===== config.mk =====
export PLATFORM = sky130hd
export DESIGN_NAME = router_sync
export DESIGN_NICKNAME = d
export VERILOG_FILES = /design/src/rtl/router_pkg.sv /design/src/rtl/router_sync_timer.sv /design/src/rtl/router_sync.sv
export SDC_FILE = /design/constraint.sdc
export NUM_CORES = 1
export LEC_CHECK = 0
export ABC_AREA = 1
export BUFFER_PORTS_ARGS = -buffer_cell sky130_fd_sc_hd__buf_4
export CAP_MARGIN = 10
export CORE_MARGIN = 2
export CORE_UTILIZATION = 45
export DETAILED_ROUTE_END_ITERATION = 10
export GPL_TIMING_DRIVEN = 0
export PLACE_DENSITY = 0.79
export REMOVE_ABC_BUFFERS = 1
export SLEW_MARGIN = 25
export SYNTH_ARGS = -nofsm -noshare
export SYNTH_HDL_FRONTEND = slang
export SYNTH_HIERARCHICAL = 1
export SYNTH_SLANG_ARGS = --single-unit

===== constraint.sdc =====
create_clock -name clock -period 1.6 [get_ports clock]
set_input_delay 0.24 -clock clock [delete_from_list [all_inputs] [get_ports clock]]
set_output_delay 0.24 -clock clock [all_outputs]
set_load 0.02 [all_outputs]

===== src/rtl/router_pkg.sv =====
// Shared definitions for the router output-steering logic: port count, address
// encoding and the one-hot address decode used by the sync stage.
package router_pkg;

  localparam int NUM_PORTS       = 3;
  localparam int ADDR_W          = 2;
  localparam int DEFAULT_TIMEOUT = 30;

  localparam logic [ADDR_W-1:0] ADDR_INVALID = 2'b11;

  typedef logic [NUM_PORTS-1:0] port_vec_t;

  // Unmapped addresses (only ADDR_INVALID today) decode to all zeros.
  function automatic port_vec_t addr_onehot(input logic [ADDR_W-1:0] addr);
    port_vec_t vec;
    vec = '0;
    for (int i = 0; i < NUM_PORTS; i++) begin
      vec[i] = (addr == ADDR_W'(i));
    end
    return vec;
  endfunction

endpackage


===== src/rtl/router_sync_timer.sv =====
// Per-port stall timer: counts consecutive cycles of valid-but-unread data and
// emits a single-cycle soft_reset pulse when the count reaches TIMEOUT.
module router_sync_timer #(
  parameter int TIMEOUT = 30,
  parameter int CNT_W   = $clog2(TIMEOUT + 1)
) (
  input  logic clock,
  input  logic resetn,
  input  logic vld,
  input  logic rd,
  output logic soft_reset
);

  localparam logic [CNT_W-1:0] CNT_LAST = CNT_W'(TIMEOUT - 1);

  logic [CNT_W-1:0] cnt;
  logic             stall;

  assign stall = vld && !rd;

  // NOTE: all state here is updated with non-blocking assignments so every
  // register samples pre-edge values, regardless of statement order.
  always_ff @(posedge clock or negedge resetn) begin
    if (!resetn) begin
      cnt        <= '0;
      soft_reset <= 1'b0;
    end else begin
      soft_reset <= 1'b0;
      if (!stall) begin
        cnt <= '0;
      end else if (cnt == CNT_LAST) begin
        // Restart from zero so a still-visible FIFO cannot pulse back-to-back.
        cnt        <= '0;
        soft_reset <= 1'b1;
      end else begin
        cnt <= cnt + 1'b1;
      end
    end
  end

endmodule


===== src/rtl/router_sync.sv =====
// Steering stage between the router FSM and the output FIFOs: latches the
// destination address, decodes writes, muxes full, and runs per-port timeouts.
module router_sync
  import router_pkg::*;
#(
  parameter int TIMEOUT = DEFAULT_TIMEOUT,
  parameter int CNT_W   = $clog2(TIMEOUT + 1)
) (
  input  logic              clock,
  input  logic              resetn,
  input  logic              detect_add,
  input  logic [ADDR_W-1:0] data_in,
  input  logic              write_enb_reg,
  input  port_vec_t         read_enb,
  input  port_vec_t         empty,
  input  port_vec_t         full,
  output port_vec_t         write_enb,
  output logic              fifo_full,
  output port_vec_t         vld_out,
  output port_vec_t         soft_reset
);

  logic [ADDR_W-1:0] addr_q;
  port_vec_t         addr_sel;

  // NOTE: reset to the invalid address so nothing is written or reported full
  // until the FSM has actually decoded a header.
  always_ff @(posedge clock or negedge resetn) begin
    if (!resetn) begin
      addr_q <= ADDR_INVALID;
    end else if (detect_add) begin
      addr_q <= data_in;
    end
  end

  // NOTE: every output of this block is assigned on every pass, so no latch
  // can be inferred whatever addr_q holds.
  always_comb begin
    addr_sel  = addr_onehot(addr_q);
    write_enb = write_enb_reg ? addr_sel : '0;
    fifo_full = |(full & addr_sel);
  end

  assign vld_out = ~empty;

  for (genvar i = 0; i < NUM_PORTS; i++) begin : g_timer
    router_sync_timer #(
      .TIMEOUT (TIMEOUT),
      .CNT_W   (CNT_W)
    ) u_timer (
      .clock      (clock),
      .resetn     (resetn),
      .vld        (vld_out[i]),
      .rd         (read_enb[i]),
      .soft_reset (soft_reset[i])
    );
  end

endmodule


==> summary by stage <==
Outcome
The run finished with clean final reports.

Synthesis
The average instance in the mapped netlist occupies 9.41 um2. The number of distinct library cell variants in the gate-level netlist after synthesis is 17. The adder and majority gate portion of the synthesized area is just under 7%. For this run, asynchronously set or reset flops after synthesis account for 100%.

The number of cells produced by synthesis is between 100 and 150. Yosys attributes the largest share of cell area to sky130_fd_sc_hd__dfrtp_1, sky130_fd_sc_hd__nor2_2, sky130_fd_sc_hd__ha_1. The top cell type by area accounts for 40.6% of the synthesized area.

Summing the areas of all xor and xnor instances in the mapped netlist gives under 10% of the synthesized area. By area, the combinational part of the netlist is dominated by simple AND/OR/NAND/NOR gates. Summing the areas of all compound-gate instances in the mapped netlist gives between 3 and 4% of the synthesized area.

In the synthesized netlist the dominant register cell turns out to be sky130_fd_sc_hd__dfrtp_1. The most common cell in the synthesized netlist is sky130_fd_sc_hd__dfrtp_1. After Yosys synthesis, and, or, nand and nor cells account for about a third of the synthesized area. The count of flip-flops with a built-in enable after synthesis is 0.

Summing the sequential cell areas from Yosys gives between 40 and 50% of the chip area. The Yosys step of the flow raised 6 warnings. The mux cell area share after synthesis is 0%. The register bit total from synthesis is 20.

After synthesis the cells add up to approximately 1100 um2. The largest area contributor in the synthesized netlist is sky130_fd_sc_hd__dfrtp_1. By count the netlist is led by sky130_fd_sc_hd__dfrtp_1, sky130_fd_sc_hd__inv_1, sky130_fd_sc_hd__nor2_2.

Route
In the routed layout, each cell is associated on average with a via count of a little under 5. In this run the remaining antenna-violating nets after routing total 0. The final routed wire length divided by cell count is ~11 um. The wire length after detailed routing is 1.87 mm. The routed layout has roughly 840 vias.

The number of iterations in the first detailed-routing pass is 3. After detailed routing, the number of remaining DRC violations is 0. The DRC violation total after the first TritonRoute iteration is 2.

Global routing
Entering global routing, the biggest net connects 21 pins. The met1 usage in global routing is between 10% and 20%. The most congested layer reported by global routing is met2. The first global-routing pass estimated between 3 and 4 mm of wire. The met2 layer usage reported by global route is 30.9%. The total overflow left after global routing is 0. Global routing consumed, over all layers together, 15.5% of the routing resources. The via count of the first global-routing pass was roughly 860.

The initial antenna violation count came to 0. The met3 track utilization from global routing is roughly 2.8%.

Critical path
STA classifies the critical path startpoint as a register. For the worst setup path, the data arrival time is roughly 1300 ps. The worst-path maximum fanout is 4. The critical setup path kind is reg -> out. The data required time at the worst endpoint is roughly 1400 ps. The worst setup path is captured at an output port.

Timing
For this run, the top clock speed supported by timing is 671 MHz. The worst setup margin is roughly 110 ps. The final max-slew violation count came to 0. Across all hold checks on the routed design, the worst slack comes to 80.4 ps. The largest clock skew in the final design is between 2 and 3 ps. The clock period could shrink to approximately 1500 ps. Setup repair after global routing left no endpoint under its margin. In the finished design, the share of the clock period the worst path needs comes to 93.2%.

The final setup violation count is 0. The hold violation total from the final report is 0. The aggregate negative setup slack is 0 ps. The worst pin sits at a relative slew slack of just over 80%. The slew at the pin with the worst max-slew slack is ~260 ps.

Clock network
The clock passes through at most 2 buffers. The post-cts gate resize count is 0. The number of hold buffers added after CTS was 1. TritonCTS built the clock tree. The number of levels in the clock H-tree is 1. The number of buffers added for setup after CTS is 0. The root buffer cell is sky130_fd_sc_hd__clkbuf_4.

The total number of clock tree sinks is 20. The clock latency on the worst-skew pair is 310 ps. The post-CTS clock slew at the launch and capture registers of the worst setup and hold paths is 120 ps. The CTS buffer count is 3.

Worst hold path
The type of the tightest min-delay check is in -> reg.

Floorplanning
The height of the die is ~54 um. The number of top-level pins is 25. The area of the core is 2280 um2. The number of rows in the core area is 17. The die is between 50 and 60 um wide. The floorplan step defined a die boundary enclosing approximately 2900 um2. The initial cell density of the core is 48.8%.

Run
Across the run, the number of max-cap violations was 0.

Final layout
The layout net count is between 150 and 200. The final cell count without fillers is 175. The number of diodes added for antenna fixing is 0. Cells fill slightly above 60% of the core in the end. From synthesis to final layout, the design area changed by 25.0%.

The share of final-layout standard cells stronger than drive strength 1 is between 40% and 50%.

Power
For this design the ratio of total power to cell area is 786 nW/um2. The worst voltage drop across the vdd grid is about 0.43 mV. Summed over all cells, the static leakage comes to 0.716 nW.

Place
At the end of routability-driven placement, the weighted congestion stood at 0.730. The final HPWL from detailed placement is 1.44 mm. The number of placed cells counting well taps is 170. Port buffering added 24 buffers. OpenSTA, run right after detailed placement, puts the worst setup slack at about 440 ps.
## power by group
part / switching, mW / leakage, nW / internal [mW]
Combinational: 0.0732 / 0.419 / 0.0601
Sequential: 0.0151 / 0.269 / 0.521
Clock: 0.169 / 0.0279 / 0.253
## layout make-up
| cell class | instances | area [um2] |
|---|---|---|
| timing repair buffer | 25 | 190 |
| clock inverter | 1 | 30.0 |
| multi-input combinational | 74 | 517 |
| clock buffer | 3 | 22.5 |
| sequential | 20 | 503 |
| tap | 28 | 35.0 |
| inverter | 24 | 90.1 |
| fill | 194 | 888 |
## path summary, 6_finish.rpt
path	start	end	slack [ps]	cells past startpoint
max in group asynchronous	resetn	addr_q[0]$_DFFE_PN1P_	1000	2
min	read_enb[2]	g_timer[2].u_timer/soft_reset$_DFF_PN0_	80	2
max	addr_q[0]$_DFFE_PN1P_	write_enb[1]	110	3
min reg2reg	g_timer[0].u_timer/cnt[0]$_DFF_PN0_	g_timer[0].u_timer/cnt[0]$_DFF_PN0_	510	1
min in group asynchronous	resetn	g_timer[0].u_timer/soft_reset$_DFF_PN0_	330	2
max reg2reg	g_timer[0].u_timer/cnt[0]$_DFF_PN0_	g_timer[0].u_timer/cnt[3]$_DFF_PN0_	480	6
## metal layers
| layer | up-vias | routed length [um] |
|---|---|---|
| met5 | - | 0 |
| met4 | 0 | 15 |
| met3 | 2 | 106 |
| met2 | 24 | 981 |
| met1 | 394 | 769 |
| li1 | 423 | - |
## layout by cell type (no fill, tap or decap)
cell / n
sky130_fd_sc_hd__nand2_4: 6
sky130_fd_sc_hd__nor3_1: 1
sky130_fd_sc_hd__nand3_2: 3
sky130_fd_sc_hd__bufinv_16: 1
sky130_fd_sc_hd__inv_1: 16
sky130_fd_sc_hd__dfstp_2: 2
sky130_fd_sc_hd__ha_1: 6
sky130_fd_sc_hd__nand4_1: 3
sky130_fd_sc_hd__clkbuf_4: 3
sky130_fd_sc_hd__nor2_2: 15
sky130_fd_sc_hd__nor2_1: 3
sky130_fd_sc_hd__xnor2_1: 3
sky130_fd_sc_hd__dlygate4sd3_1: 1
sky130_fd_sc_hd__nand2_1: 14
sky130_fd_sc_hd__o21ai_1: 2
sky130_fd_sc_hd__nor3_2: 5
sky130_fd_sc_hd__inv_2: 8
sky130_fd_sc_hd__nand3_1: 10
sky130_fd_sc_hd__buf_4: 24
sky130_fd_sc_hd__a21oi_2: 3
sky130_fd_sc_hd__dfrtp_1: 18
## kinds of logic after synthesis
group | count (synthesis)
flops | 20
xor+xnor | 3
simple gates | 60
buf+inv | 24
compound gates | 5
fa+ha+maj | 6
## per-stage QoR
step / total power [mW] / area [um2]
after CTS: 1.11 / 1390
after floorplan: 0.611 / 1110
final: 1.09 / 1390
after global routing: 1.14 / 1390
after global placement: 0.675 / 1330
after detailed placement: 0.679 / 1330
## sequential cells by signal (all words and copies together) (netlist names)
signal                      cells
g_timer.u_timer/cnt            15
g_timer.u_timer/soft_reset      3
addr_q                          2
## critical path, cell delays in order (launching register included)
cell and delay, ps:
sky130_fd_sc_hd__dfstp_2 580, sky130_fd_sc_hd__inv_2 60, sky130_fd_sc_hd__nor3_2 140, sky130_fd_sc_hd__buf_4 160
No activity file was read; power rests on OpenSTA's default activity.
